$ cat src/rtl/divider_pkg.sv
// -----------------------------------------------------------------------------
// divider_pkg
// Shared arithmetic-unit definitions. The divider and the shift-add
// multiplier's controller both use these.
//   - Controller state encoding (IDLE / DIVIDE / DONE). The multiplier's
//     controller uses the same encoding.
//   - cnt_width(): width of the per-bit iteration counter for an N-bit operand.
// No ports (package).
// -----------------------------------------------------------------------------
package divider_pkg;

    localparam logic [1:0] ST_IDLE   = 2'd0;
    localparam logic [1:0] ST_DIVIDE = 2'd1;
    localparam logic [1:0] ST_DONE   = 2'd2;

    // The counter runs from n-1 down to 0, so clog2(n) bits are enough (n >= 2).
    function automatic int cnt_width(input int n);
        return $clog2(n);
    endfunction

endpackage

$ cat src/rtl/divider_step.sv
// -----------------------------------------------------------------------------
// divider_step
// One combinational iteration of unsigned restoring division.
// The logic shifts the partial remainder left and shifts in the next dividend
// bit. It then subtracts the divisor when the divisor fits.
//   i_rem      in  N+1  current partial remainder
//   i_q_msb    in  1    next dividend/quotient bit to shift in
//   i_divisor  in  N    divisor
//   o_rem      out N+1  new partial remainder
//   o_q_bit    out 1    quotient bit produced by this iteration
// -----------------------------------------------------------------------------
module divider_step #(
    parameter int N = 4
) (
    input  logic [N:0]   i_rem,
    input  logic         i_q_msb,
    input  logic [N-1:0] i_divisor,
    output logic [N:0]   o_rem,
    output logic         o_q_bit
);

    logic [N:0] shifted;
    logic [N:0] divisor_ext;

    // The compare and the subtract are N+1 bits wide. Shifting out the top bit
    // of the remainder therefore cannot wrap.
    assign divisor_ext = {1'b0, i_divisor};

    always_comb begin
        shifted = {i_rem[N-1:0], i_q_msb};
        if (shifted >= divisor_ext) begin
            o_rem   = shifted - divisor_ext;
            o_q_bit = 1'b1;
        end else begin
            o_rem   = shifted;
            o_q_bit = 1'b0;
        end
    end

endmodule

$ cat src/rtl/divider.sv
// -----------------------------------------------------------------------------
// divider
// Sequential unsigned restoring divider that produces one quotient bit per
// clock. The block inverts the shift-add multiplier and uses the same
// start/finished handshake.
//   i_clock      in  1   clock, rising edge
//   i_reset      in  1   asynchronous active-low reset
//   i_start      in  1   start request, sampled in IDLE or DONE only
//   i_dividend   in  2N  unsigned dividend
//   i_divisor    in  N   unsigned divisor
//   o_finished   out 1   results valid (DONE)
//   o_error      out 1   divide by zero or quotient overflow (valid in DONE)
//   o_quotient   out N   unsigned quotient
//   o_remainder  out N   unsigned remainder
// Normal latency: o_finished rises N edges after the edge that samples start.
// An invalid request flags an error one edge after that edge.
// -----------------------------------------------------------------------------
module divider
    import divider_pkg::*;
#(
    parameter int N = 4
) (
    input  logic           i_clock,
    input  logic           i_reset,
    input  logic           i_start,
    input  logic [2*N-1:0] i_dividend,
    input  logic [N-1:0]   i_divisor,
    output logic           o_finished,
    output logic           o_error,
    output logic [N-1:0]   o_quotient,
    output logic [N-1:0]   o_remainder
);

    localparam int              CW       = cnt_width(N);
    localparam logic [CW-1:0]   CNT_LAST = CW'(N - 1);

    logic [1:0]    state_q,     state_d;
    logic [N:0]    rem_q,       rem_d;
    logic [N-1:0]  work_q,      work_d;
    logic [N-1:0]  divisor_q,   divisor_d;
    logic [CW-1:0] cnt_q,       cnt_d;
    logic          err_pend_q,  err_pend_d;
    logic          finished_q,  finished_d;
    logic          error_q,     error_d;
    logic [N-1:0]  quotient_q,  quotient_d;
    logic [N-1:0]  remainder_q, remainder_d;

    logic [N:0]    step_rem;
    logic          step_bit;
    logic          start_err;

    divider_step #(.N(N)) u_step (
        .i_rem     (rem_q),
        .i_q_msb   (work_q[N-1]),
        .i_divisor (divisor_q),
        .o_rem     (step_rem),
        .o_q_bit   (step_bit)
    );

    // If the high half of the dividend is not below the divisor, the quotient
    // cannot fit in N bits. A zero divisor also satisfies this compare, but the
    // zero check stays explicit because that case is the one readers look for.
    assign start_err = (i_divisor == '0) || (i_dividend[2*N-1:N] >= i_divisor);

    always_comb begin
        // NOTE: every *_d defaults to its flop value first. A branch that does
        // not assign a signal then holds that signal instead of inferring a latch.
        state_d     = state_q;
        rem_d       = rem_q;
        work_d      = work_q;
        divisor_d   = divisor_q;
        cnt_d       = cnt_q;
        err_pend_d  = err_pend_q;
        finished_d  = finished_q;
        error_d     = error_q;
        quotient_d  = quotient_q;
        remainder_d = remainder_q;

        case (state_q)
            ST_IDLE, ST_DONE: begin
                if (i_start) begin
                    divisor_d   = i_divisor;
                    rem_d       = {1'b0, i_dividend[2*N-1:N]};
                    work_d      = i_dividend[N-1:0];
                    cnt_d       = CNT_LAST;
                    err_pend_d  = start_err;
                    finished_d  = 1'b0;
                    error_d     = 1'b0;
                    quotient_d  = '0;
                    remainder_d = '0;
                    state_d     = ST_DIVIDE;
                end
            end

            ST_DIVIDE: begin
                if (err_pend_q) begin
                    // An invalid request spends one edge in DIVIDE and then
                    // reports with zeroed results.
                    err_pend_d = 1'b0;
                    finished_d = 1'b1;
                    error_d    = 1'b1;
                    state_d    = ST_DONE;
                end else begin
                    rem_d  = step_rem;
                    work_d = {work_q[N-2:0], step_bit};
                    cnt_d  = cnt_q - CW'(1);
                    if (cnt_q == '0) begin
                        finished_d  = 1'b1;
                        quotient_d  = {work_q[N-2:0], step_bit};
                        remainder_d = step_rem[N-1:0];
                        state_d     = ST_DONE;
                    end
                end
            end

            default: state_d = ST_IDLE;
        endcase
    end

    // NOTE: sequential state uses non-blocking assignments only. All flops
    // then update together from values computed in the previous cycle.
    always_ff @(posedge i_clock or negedge i_reset) begin
        if (!i_reset) begin
            state_q     <= ST_IDLE;
            rem_q       <= '0;
            work_q      <= '0;
            divisor_q   <= '0;
            cnt_q       <= '0;
            err_pend_q  <= 1'b0;
            finished_q  <= 1'b0;
            error_q     <= 1'b0;
            quotient_q  <= '0;
            remainder_q <= '0;
        end else begin
            state_q     <= state_d;
            rem_q       <= rem_d;
            work_q      <= work_d;
            divisor_q   <= divisor_d;
            cnt_q       <= cnt_d;
            err_pend_q  <= err_pend_d;
            finished_q  <= finished_d;
            error_q     <= error_d;
            quotient_q  <= quotient_d;
            remainder_q <= remainder_d;
        end
    end

    assign o_finished  = finished_q;
    assign o_error     = error_q;
    assign o_quotient  = quotient_q;
    assign o_remainder = remainder_q;

endmodule

$ cat config.mk
export PLATFORM = sky130hd
export DESIGN_NAME = divider
export DESIGN_NICKNAME = d
export VERILOG_FILES = /design/src/rtl/divider_pkg.sv /design/src/rtl/divider_step.sv /design/src/rtl/divider.sv
export SDC_FILE = /design/constraint.sdc
export NUM_CORES = 1
export LEC_CHECK = 0
export BUFFER_PORTS_ARGS = -buffer_cell sky130_fd_sc_hd__buf_2
export CAP_MARGIN = 20
export CELL_PAD_IN_SITES_DETAIL_PLACEMENT = 1
export CELL_PAD_IN_SITES_GLOBAL_PLACEMENT = 2
export CORE_ASPECT_RATIO = 1.5
export CORE_MARGIN = 4
export CORE_UTILIZATION = 33
export DETAILED_ROUTE_END_ITERATION = 10
export HOLD_SLACK_MARGIN = 0.1
export PLACE_DENSITY = 0.73
export SLEW_MARGIN = 20
export SYNTH_ARGS = -nofsm -noshare
export SYNTH_HDL_FRONTEND = slang
export SYNTH_SLANG_ARGS = --single-unit
$ cat constraint.sdc
create_clock -name i_clock -period 2.2 [get_ports i_clock]
set_input_delay 0.11 -clock i_clock [delete_from_list [all_inputs] [get_ports i_clock]]
set_output_delay 0.11 -clock i_clock [all_outputs]
set_load 0.03 [all_outputs]
==> impl_results.md <==
- Status: complete, no violations
- Hold Path Cell Cnt: 3
- Worst vdd ir: 0.765 mV
- Post-DP Area: 0.00164 mm²
- DRC Markers: 0
- Final setup vio count: 0
- Antenna viol nets, final: 0
- Post-synthesis sequential element count: 27
- Die Height: 88.8 µm
- Vias in the first global route: 1462
- F_max: 0.486 GHz
- Worst R2R Setup Slack: 0.14 ns
- Final Util: 41.9%
- P_leak: 0.853 nW
- Pre-CTS setup slack: 0.144 ns
- Clock root buffer: clkbuf_8
- DR WL/cell: 15.8 µm
- Area of the multi-input gates: 697 µm²
- Worst r2r src: rem_q[1]$_DFFE_PN0P_
- Crit Path Category: flop to flop
- Core area: 0.00421 mm²
- Max-Slew Margin vs Limit: 59.3%
- Non-filler instance count after layout: 240
- GP Congestion: 0.864
- Final hold violation count: 0
- Share of layout cells above drive strength 1: 18.6%
- CTS Sinks: 27
- Global-route wire length before repair: 6.69 mm
- Synth top area cells: dfrtp_1 47%, ha_1 7.8%, nand2_1 6.3%, o21ai_0 5.6%, a21oi_1 4.9%
- Worst path required time: 2.40 ns
- Worst hold path endpoint: state_q[1]$_DFFE_PN0P_
- Initial core utilization: 34.2%
- Measured slew at the worst slew-check pin: 0.611 ns
- Synth Net Count: 182
- Tightest Hold Check Type: input pin to flop
- CTS clock-pin slew for the worst setup and hold paths: 0.09 ns
- Cts hold-fix bufs: 8
- Placed cell count: 228
- Worst Clk Skew: 0.00245 ns
- Largest net degree at the start of global routing: 28
- Design area: 0.00177 mm²
- CP Launch Type: flop
- CTS buffer count: 3
- PostCTS Resize Cnt: 0
- Post-CTS Setup Bufs: 0
- Syn Area/Cell: 9.16 µm²
- Hold Path Origin: i_start
- Clk buf depth: 2
- Max-cap violations: 0
- Netlist cell types: 33
- Critical path endpoint category: flop
- Total chip power: 2.64 mW
- Register Area: 676 µm²
- Final worst slack: 0.141 ns
- WHS: 0.151 ns
- CP Data Arrival Time: 2.26 ns
- I/O pin cnt: 25
- Max FO, Critical Path: 4
- Fillers: 518
- Synth Instances: 157
- Ratio of final minimum period to clock period: 93.6%
- DR pass1 iterations: 4
- Via/cell ratio: 5.27
- Post-DP HPWL: 3.03 mm
- DRT iter0 DRCs: 42
- Gr usage total: 16.3%
- Vias: 1265
- Floorplan die width: 61.9 µm
- Setup TNS: 0 ns
- Fin. max-slew vios: 0
- CTS tree: built
- Unrepaired setup endpoints after global routing: false
- Pwr dens: 1500 mW/mm²
- Reg2reg end: rem_q[0]$_DFFE_PN0P_
- Clock insertion delay at the later pin of the skew report: 0.27 ns
- Initial antenna violation count: 0
- WL final: 3.79 mm
- YS warnings: 0
- Syn-to-layout area delta: 22.8%
- Synth area leader: dfrtp_1
- Register area share after synthesis: 47.0%
- Final min period: 2.06 ns
- Antenna diodes: 0
- Die area: 0.00550 mm²
- H-tree levels: 1
- Fin nets: 220
- Port Buffers: 24
- Top cell type's share of synthesized area: 47.0%
- Grt ovf: 0
- Num rows: 29
- R2r worst-path depth: 6
- Post-synthesis cell area: 0.00144 mm²
[worst max-delay path, stage by stage, from the launching register on]
cell,delay (ns)
dfrtp_1,0.41
ha_1,0.25
or4_4,0.56
a21oi_4,0.16
a21o_4,0.13
mux2_1,0.34
a21oi_1,0.15
[how the worst max path moves through the flow]
stage | from | end | slack (ns)
CTS | rem_q[1]$_DFFE_PN0P_ | rem_q[0]$_DFFE_PN0P_ | 0.12
detailed placement | rem_q[1]$_DFFE_PN0P_ | rem_q[0]$_DFFE_PN0P_ | 0.14
global route | work_q[3]$_DFFE_PN0P_ | rem_q[2]$_DFFE_PN0P_ | 0.009
floorplan | rem_q[1]$_DFFE_PN0P_ | rem_q[0]$_DFFE_PN0P_ | 0.26
finish | rem_q[1]$_DFFE_PN0P_ | rem_q[0]$_DFFE_PN0P_ | 0.14
global placement | rem_q[1]$_DFFE_PN0P_ | rem_q[0]$_DFFE_PN0P_ | 0.21
[synth_stat cells (all sizes together)]
cell	count
a31oi	3
buf	1
a21o	2
nor2b	3
o2111ai	1
o21a	1
o21ai	18
mux2	1
nand3	1
inv	12
nor4	1
a22o	1
nand2b	6
fa	1
nand2	24
o31ai	1
ha	9
mux2i	1
nor3	5
o32ai	1
a21oi	15
clkbuf	4
o211a	1
o211ai	1
o22ai	4
dfrtp	27
or4	1
and3	1
nor2	9
nor3b	1
[power breakdown]
group | leakage (nW) | switching, mW | internal, mW
logic | 0.500 | 0.920 | 0.601
clock network | 0.0228 | 0.149 | 0.130
registers | 0.330 | 0.141 | 0.704
[flip-flops by register name, indices dropped and copies added, names as in the netlist]
name,count
o_error,1
err_pend_q,1
state_q,2
o_remainder,4
o_finished,1
work_q,4
rem_q,4
divisor_q,4
o_quotient,4
cnt_q,2
[cells in the final DEF (no fill, tap or decap), types with 2 or more instances in the layout]
| master | instances |
|---|---|
| dfrtp_1 | 27 |
| nand2_1 | 24 |
| buf_2 | 24 |
| o21ai_0 | 16 |
| a21oi_1 | 14 |
| inv_1 | 12 |
| nor2_1 | 9 |
| ha_1 | 9 |
| dlygate4sd3_1 | 8 |
| nand2b_1 | 6 |
| buf_4 | 6 |
| nor3_1 | 5 |
| o22ai_1 | 4 |
| nor2b_1 | 3 |
| a31oi_1 | 3 |
| clkbuf_8 | 3 |
| o21ai_1 | 2 |
[cells by family after synthesis]
kind of cell             Yosys count  synth area share, %
flip-flops                        27                 47.0
AO/OA/AOI/OAI                     49                 21.0
multiplexers                       2                 1.48
buffers and inverters             17                 4.52
AND/OR/NAND/NOR                   52                 16.8
adder cells (fa/ha/maj)           10                 9.23
[layer usage]
layer	GRT usage (%)	wire [µm]	part of all wire, %
met5	0	0	0
met1	19.1	1480	39
met2	29.0	2150	57
met3	2.04	68	1.8
met4	6.76	95	2.5
[cell type report]
class                           instances  share of cell area, %
Clock buffer                            4                   2.55
Sequential cell                        27                   38.3
Tap cell                               46                   3.26
Inverter                               12                   2.55
Timing Repair Buffer                   38                   13.9
Multi-Input combinational cell        113                   39.5
Note: power is estimated with default switching activity, not from simulation.
